==> config.mk <==
export PLATFORM = sky130hd
export DESIGN_NAME = conv_frame_ctrl_flat
export DESIGN_NICKNAME = d
export VERILOG_FILES = /design/src/rtl/conv_pkg.sv /design/src/rtl/conv_frame_ctrl_if.sv /design/src/rtl/conv_raster_cnt.sv /design/src/rtl/conv_frame_ctrl.sv /design/src/flat_wrapper.sv
export SDC_FILE = /design/constraint.sdc
export NUM_CORES = 1
export LEC_CHECK = 0
export CAP_MARGIN = 5
export CORE_MARGIN = 5
export CORE_UTILIZATION = 40
export CTS_CLUSTER_DIAMETER = 80
export DETAILED_ROUTE_END_ITERATION = 10
export PLACE_DENSITY = 0.64
export RECOVER_POWER = 100
export SYNTH_ARGS = -nofsm -noshare
export SYNTH_HDL_FRONTEND = slang
export SYNTH_SLANG_ARGS = --single-unit
==> constraint.sdc <==
create_clock -name clock -period 3.8 [get_ports clock]
set_input_delay 0.95 -clock clock [delete_from_list [all_inputs] [get_ports clock]]
set_output_delay 0.95 -clock clock [all_outputs]
set_load 0.05 [all_outputs]
==> src/rtl/conv_pkg.sv <==
// rtl/conv_pkg.sv - shared types and sizing for the convolution frame sequencer
package conv_pkg;

    localparam int W     = 128;
    localparam int MAX_H = 128;
    localparam int XW    = $clog2(W);
    localparam int YW    = $clog2(MAX_H + 1);

    typedef enum logic [1:0] {
        IDLE    = 2'd0,
        RUN     = 2'd1,
        PAD_ROW = 2'd2,
        CLEAR   = 2'd3
    } state_t;

endpackage

==> src/rtl/conv_frame_ctrl_if.sv <==
// rtl/conv_frame_ctrl_if.sv - pixel input, line-buffer and window ports of the frame sequencer
interface conv_frame_ctrl_if #(
    parameter int XW = conv_pkg::XW,
    parameter int YW = conv_pkg::YW
);
    logic          in_valid;
    logic          in_ready;
    logic [7:0]    in_pixel;
    logic          buf_ena;
    logic [7:0]    buf_pixel;
    logic          buf_rst_n;
    logic          win_valid;
    logic          win_ready;
    logic [XW-1:0] win_x;
    logic [YW-1:0] win_y;
    logic          win_sof;
    logic          win_eol;
    logic          win_eof;

    modport master (
        input  in_valid, in_pixel, win_ready,
        output in_ready, buf_ena, buf_pixel, buf_rst_n,
               win_valid, win_x, win_y, win_sof, win_eol, win_eof
    );

    modport slave (
        output in_valid, in_pixel, win_ready,
        input  in_ready, buf_ena, buf_pixel, buf_rst_n,
               win_valid, win_x, win_y, win_sof, win_eol, win_eof
    );
endinterface

==> src/rtl/conv_raster_cnt.sv <==
// rtl/conv_raster_cnt.sv - slot/row raster counter with wrap and height compare
module conv_raster_cnt #(
    parameter int W  = conv_pkg::W,
    parameter int XW = conv_pkg::XW,
    parameter int YW = conv_pkg::YW
) (
    input  logic          clock,
    input  logic          reset,
    input  logic          clear,
    input  logic          step,
    input  logic [YW-1:0] rows,
    output logic [XW-1:0] slot,
    output logic [YW-1:0] row,
    output logic          slot_last,
    output logic          slot_nz,
    output logic          row_nz,
    output logic          row_next_end
);

    assign slot_last    = (slot == XW'(W - 1));
    assign slot_nz      = (slot != '0);
    assign row_nz       = (row != '0);
    // true while pushing the last real row; its wrap lands on the pad row
    assign row_next_end = ((row + 1'b1) == rows);

    always_ff @(posedge clock or negedge reset) begin
        if (!reset) begin
            slot <= '0;
            row  <= '0;
        end else if (clear) begin
            slot <= '0;
            row  <= '0;
        end else if (step) begin
            if (slot_last) begin
                slot <= '0;
                row  <= row + 1'b1;
            end else begin
                slot <= slot + 1'b1;
            end
        end
    end

endmodule

==> src/rtl/conv_frame_ctrl.sv <==
// rtl/conv_frame_ctrl.sv - frame sequencer feeding the 3x3 line-buffer and tagging output windows
module conv_frame_ctrl
    import conv_pkg::*;
#(
    parameter int W     = conv_pkg::W,
    parameter int MAX_H = conv_pkg::MAX_H,
    parameter int XW    = $clog2(W),
    parameter int YW    = $clog2(MAX_H + 1)
) (
    input  logic          clock,
    input  logic          reset,
    input  logic          start,
    input  logic [YW-1:0] cfg_rows,
    output logic          busy,
    output logic          frame_done,
    conv_frame_ctrl_if.master bus
);

    state_t        state;
    logic [YW-1:0] h_rows;
    logic [XW-1:0] slot;
    logic [YW-1:0] row;
    logic          slot_last, slot_nz, row_nz, row_next_end;
    logic          start_ok, adv, push, take_in;
    logic [7:0]    push_pixel;

    logic          buf_rst_n_q;
    logic          win_valid_q, win_sof_q, win_eol_q, win_eof_q;
    logic [XW-1:0] win_x_q;
    logic [YW-1:0] win_y_q;

    assign start_ok = start && (cfg_rows != '0) && (cfg_rows <= YW'(MAX_H));

    conv_raster_cnt #(.W(W), .XW(XW), .YW(YW)) u_cnt (
        .clock        (clock),
        .reset        (reset),
        .clear        ((state == IDLE) && start_ok),
        .step         (push),
        .rows         (h_rows),
        .slot         (slot),
        .row          (row),
        .slot_last    (slot_last),
        .slot_nz      (slot_nz),
        .row_nz       (row_nz),
        .row_next_end (row_next_end)
    );

    // one-deep output stage: a push may replace the window only once it is taken
    assign adv = !win_valid_q || bus.win_ready;

    always_comb begin
        push       = 1'b0;
        take_in    = 1'b0;
        push_pixel = 8'd0;
        case (state)
            RUN: begin
                if (!slot_last) begin
                    take_in    = adv;
                    push       = adv && bus.in_valid;
                    push_pixel = bus.in_pixel;
                end else begin
                    push = adv;
                end
            end
            PAD_ROW: push = adv;
            default: ;
        endcase
    end

    always_ff @(posedge clock or negedge reset) begin
        if (!reset) begin
            state       <= IDLE;
            h_rows      <= '0;
            buf_rst_n_q <= 1'b1;
            frame_done  <= 1'b0;
            win_valid_q <= 1'b0;
            win_x_q     <= '0;
            win_y_q     <= '0;
            win_sof_q   <= 1'b0;
            win_eol_q   <= 1'b0;
            win_eof_q   <= 1'b0;
        end else begin
            frame_done <= 1'b0;
            case (state)
                IDLE: begin
                    if (start_ok) begin
                        state  <= RUN;
                        h_rows <= cfg_rows;
                    end
                end
                RUN: begin
                    if (push && slot_last && row_next_end) state <= PAD_ROW;
                end
                PAD_ROW: begin
                    if (push && slot_last) begin
                        state       <= CLEAR;
                        buf_rst_n_q <= 1'b0;
                    end
                end
                CLEAR: begin
                    state       <= IDLE;
                    buf_rst_n_q <= 1'b1;
                    frame_done  <= 1'b1;
                end
                default: state <= IDLE;
            endcase

            // slot-0 pushes only load left-pad context, so they never produce a window
            if (push) begin
                win_valid_q <= slot_nz && row_nz;
                win_x_q     <= slot - 1'b1;
                win_y_q     <= row - 1'b1;
                win_sof_q   <= (slot == XW'(1)) && (row == YW'(1));
                win_eol_q   <= slot_last && row_nz;
                win_eof_q   <= slot_last && (state == PAD_ROW);
            end else if (win_valid_q && bus.win_ready) begin
                win_valid_q <= 1'b0;
            end
        end
    end

    assign busy          = (state != IDLE);
    assign bus.in_ready  = take_in;
    assign bus.buf_ena   = push;
    assign bus.buf_pixel = push_pixel;
    assign bus.buf_rst_n = buf_rst_n_q;
    assign bus.win_valid = win_valid_q;
    assign bus.win_x     = win_x_q;
    assign bus.win_y     = win_y_q;
    assign bus.win_sof   = win_sof_q;
    assign bus.win_eol   = win_eol_q;
    assign bus.win_eof   = win_eof_q;

endmodule
==> src/flat_wrapper.sv <==
// flat-port wrapper written by rule: the top's interface ports become plain ports
module conv_frame_ctrl_flat import conv_pkg::*;
#(
    parameter int W     = conv_pkg::W,
    parameter int MAX_H = conv_pkg::MAX_H,
    parameter int XW    = $clog2(W),
    parameter int YW    = $clog2(MAX_H + 1)
)
  (clock, reset, start, cfg_rows, busy, frame_done, bus_in_valid, bus_in_pixel, bus_win_ready, bus_in_ready, bus_buf_ena, bus_buf_pixel, bus_buf_rst_n, bus_win_valid, bus_win_x, bus_win_y, bus_win_sof, bus_win_eol, bus_win_eof);
  conv_frame_ctrl_if #(.XW(XW), .YW(YW)) bus_i ();
  input  logic clock;
  input  logic reset;
  input  logic start;
  input  logic [YW-1:0] cfg_rows;
  output logic busy;
  output logic frame_done;
  input wire logic [$bits(bus_i.in_valid)-1:0] bus_in_valid;
  input wire logic [$bits(bus_i.in_pixel)-1:0] bus_in_pixel;
  input wire logic [$bits(bus_i.win_ready)-1:0] bus_win_ready;
  output wire logic [$bits(bus_i.in_ready)-1:0] bus_in_ready;
  output wire logic [$bits(bus_i.buf_ena)-1:0] bus_buf_ena;
  output wire logic [$bits(bus_i.buf_pixel)-1:0] bus_buf_pixel;
  output wire logic [$bits(bus_i.buf_rst_n)-1:0] bus_buf_rst_n;
  output wire logic [$bits(bus_i.win_valid)-1:0] bus_win_valid;
  output wire logic [$bits(bus_i.win_x)-1:0] bus_win_x;
  output wire logic [$bits(bus_i.win_y)-1:0] bus_win_y;
  output wire logic [$bits(bus_i.win_sof)-1:0] bus_win_sof;
  output wire logic [$bits(bus_i.win_eol)-1:0] bus_win_eol;
  output wire logic [$bits(bus_i.win_eof)-1:0] bus_win_eof;
  assign bus_i.in_valid = bus_in_valid;
  assign bus_i.in_pixel = bus_in_pixel;
  assign bus_i.win_ready = bus_win_ready;
  assign bus_in_ready = bus_i.in_ready;
  assign bus_buf_ena = bus_i.buf_ena;
  assign bus_buf_pixel = bus_i.buf_pixel;
  assign bus_buf_rst_n = bus_i.buf_rst_n;
  assign bus_win_valid = bus_i.win_valid;
  assign bus_win_x = bus_i.win_x;
  assign bus_win_y = bus_i.win_y;
  assign bus_win_sof = bus_i.win_sof;
  assign bus_win_eol = bus_i.win_eol;
  assign bus_win_eof = bus_i.win_eof;
  conv_frame_ctrl #(.W(W), .MAX_H(MAX_H), .XW(XW), .YW(YW)) u_core (.clock(clock), .reset(reset), .start(start), .cfg_rows(cfg_rows), .busy(busy), .frame_done(frame_done), .bus(bus_i));
endmodule
==> flow_metrics.tcl <==
set metrics [dict create \
    outcome "finished with violations" \
    violations "capacitance limit, slew limit" \
    r2r-start "u_core.u_cnt.slot[0]$_DFFE_PN0P_" \
    tightest_slew_ns 2.43 \
    grt_pass1_vias 2098 \
    path_max_fanout 6 \
    rrSetupSlack_ns 1.15 \
    crit_slowest_cell "dlygate4sd3_1" \
    place_worst_setup_slack_ns 0.482 \
    period_needed_ns 3.47 \
    async_flop_share 1.00 \
    fp.dieH_um 91.7 \
    hold_buffers 0 \
    cts_tree "built" \
    io_pins 53 \
    cts_resized 0 \
    fin_crit_sh 0.913 \
    core_um2 6420 \
    port-buffer-count 52 \
    cp-start-kind "input port" \
    grt.total_usage 0.143 \
    cts_max_path_buffers 2 \
    crit_family "buffers and inverters" \
    setup_tns_ns 0 \
    n_antenna_cell 0 \
    maxSlewViolCount 47 \
    antenna_found_initial 0 \
    grt_setup_unrepaired "false" \
    htreeDepth 2 \
    max_freq_ghz 0.288 \
    fin_cells 405 \
    power.leakage_nw 1.43 \
    drt-initial-drc-count 43 \
    holdPathStages 2 \
    drt-pass1-iter-count 4 \
    cts_num_sinks 46 \
    max-cap-violations 1 \
    synth-main-ff-cell "dfrtp_1" \
    crit_arrival_ns 2.52 \
    drtAntennaViolNets 0 \
    post_drt_wl_per_cell_um 13.6 \
    synth_cells 285 \
    synth_top_area_share 0.421 \
    cp_num_buf_inv 3 \
    remaining_drc_errors 0 \
    die_area_um2 8420 \
    start_util 0.416 \
    cts_made_buffers 5 \
    fin_nets 360 \
    r2r_cells 6 \
    grt_overflow 0 \
    netlist_top_cells_count "dfrtp_1 (45), nand2_1 (36), o21ai_0 (23)" \
    yosysSeqAreaShare 0.431 \
    fin_util 0.508 \
    hold-path-endpoint "u_core.bus.win_y[2]$_DFFE_PN0P_" \
    yosys.area.top_type "dfrtp_1" \
    hold_class "flop to flop" \
    fp-row-count 29 \
    cts.clk_slew.worst_paths_ns 0.08 \
    synth_edf_count 0 \
    grt_pass1_wl_um 9870 \
    area_growth_pct 22.1 \
    syn_area_um2 2670 \
    cts_setup_buffers 0 \
    drt_wl_total_um 5520 \
    ys_seq_elements 46 \
    cts_root_buf "clkbuf_8" \
    startpoint "bus_win_ready" \
    synthTopCellsByArea "dfrtp_1 (42%), xnor2_1 (5.9%), ha_1 (5.6%)" \
    drive_gt1_frac 0.0823 \
    die_w_um 91.7 \
    r2r-end "u_core.state[1]$_DFFE_PN0P_" \
    vias_per_cell 5.09 \
    timing.slew.headroom -0.617 \
    place_congestion 0.794 \
    final_cell_area_um2 3260 \
    cp-end-kind "output pin" \
    grt_max_degree 47 \
    dr_total_vias 2062 \
    place_area_um2 3200 \
    criticalPathCategory "input port to output pin" \
    cp_cell_sequence "dlygate4sd3_1 -> nand2b_1 -> nand2_1 -> or2_2 -> inv_1 -> clkbuf_2" \
    slowest_delay_ns 0.51 \
    dp.cells 397 \
    setup_slack_ns 0.329 \
    dp_hpwl_um 4100 \
    p_per_area_nw_per_um2 251 \
    finalSetupViolations 0 \
    synth_most_common_cell "dfrtp_1" \
    crit_required_ns 2.85 \
    clock_skew_ns 0.00714 \
    syn_area_per_cell_um2 9.38 \
    synth_cell_types 46 \
    yosys_warnings 0 \
    finalHoldViolCount 0 \
    synth_nets 318 \
    hp-start "u_core.bus.win_y[2]$_DFFE_PN0P_" \
    ir_drop_v 0.000130 \
    clk-insertion-delay-late_ns 0.30 \
]
sequential cells by signal, indices dropped and copies added (netlist names):
register,cells
u_core.bus.win_y,8
u_core.h_rows,8
u_core.u_cnt.row,8
u_core.bus.win_x,7
u_core.u_cnt.slot,7
u_core.state,2
u_core.bus.buf_rst_n,1
u_core.bus.win_eof,1
u_core.bus.win_eol,1
u_core.bus.win_sof,1
u_core.bus.win_valid,1
u_core.frame_done,1
metal layers:
layer  track usage  share of wire  vias up
met5             0              0        -
met4        0.0433          0.012        0
met2         0.228           0.44       48
met1         0.192           0.49      947
met3        0.0336          0.055        7
li1              -              -     1060
placed cells by master (no fill, tap or decap), drive strengths merged, types with 2 or more instances in the layout:
cell / count
inv: 10
clkdlybuf4s50: 17
clkbuf: 9
or3: 4
nand3: 9
a211oi: 2
and3: 11
o21ai: 23
or4: 2
nor4: 2
mux2: 8
and2: 3
xnor2: 18
a31oi: 3
a21oi: 10
nor2b: 3
dlygate4sd3: 32
ha: 12
buf: 2
nand4: 5
dfrtp: 45
nor2: 22
nor3b: 2
nor3: 8
clkinv: 2
nand2: 36
xor2: 12
how the worst max path moves through the flow:
stage                     cells after the start  slack [ns]           to
final                                         6        0.33  bus_buf_ena
after global routing                          6        0.25  bus_buf_ena
after CTS                                     6        0.48  bus_buf_ena
after detailed placement                      6        0.48  bus_buf_ena
after global placement                        6        0.49  bus_buf_ena
after floorplan                               6        0.73  bus_buf_ena
logic make-up (layout without fill, tap and decap cells):
family          after synthesis  after routing  synth area share
buf+inv                      30             73            0.0520
mux                           9              9            0.0375
simple gates                113            113             0.220
compound gates               45             45             0.105
fa+ha+maj                    12             12            0.0562
xor+xnor                     30             30            0.0983
flops                        46             46             0.431
final cells by class:
class	instances	area, um^2
Inverter	10	37.5
Multi-Input combinational cell	209	1360
Clock buffer	5	68.8
Timing Repair Buffer	55	523
Sequential cell	46	1150
Tap cell	77	96.3
Clock inverter	3	21.3
Fill cell	621	3160
worst reg2reg max path, delay by kind of cell (launching register included):
family / cells / cell delay [ns]
simple gates: 3 / 1.19
fa+ha+maj: 1 / 0.31
flops: 1 / 0.47
compound gates: 2 / 0.57
metrics by stage:
step                power (mW)  hold WS [ns]
global route             0.861         0.503
floorplan                0.502         0.501
global placement         0.532         0.460
CTS                      0.838         0.490
detailed placement       0.533         0.469
finish                   0.819         0.475
power by group:
| group | switching (mW) | internal (mW) |
|---|---|---|
| Clock | 0.169 | 0.129 |
| Combinational | 0.0131 | 0.0182 |
| Sequential | 0 | 0.489 |
No activity file was read; power rests on OpenSTA's default activity.
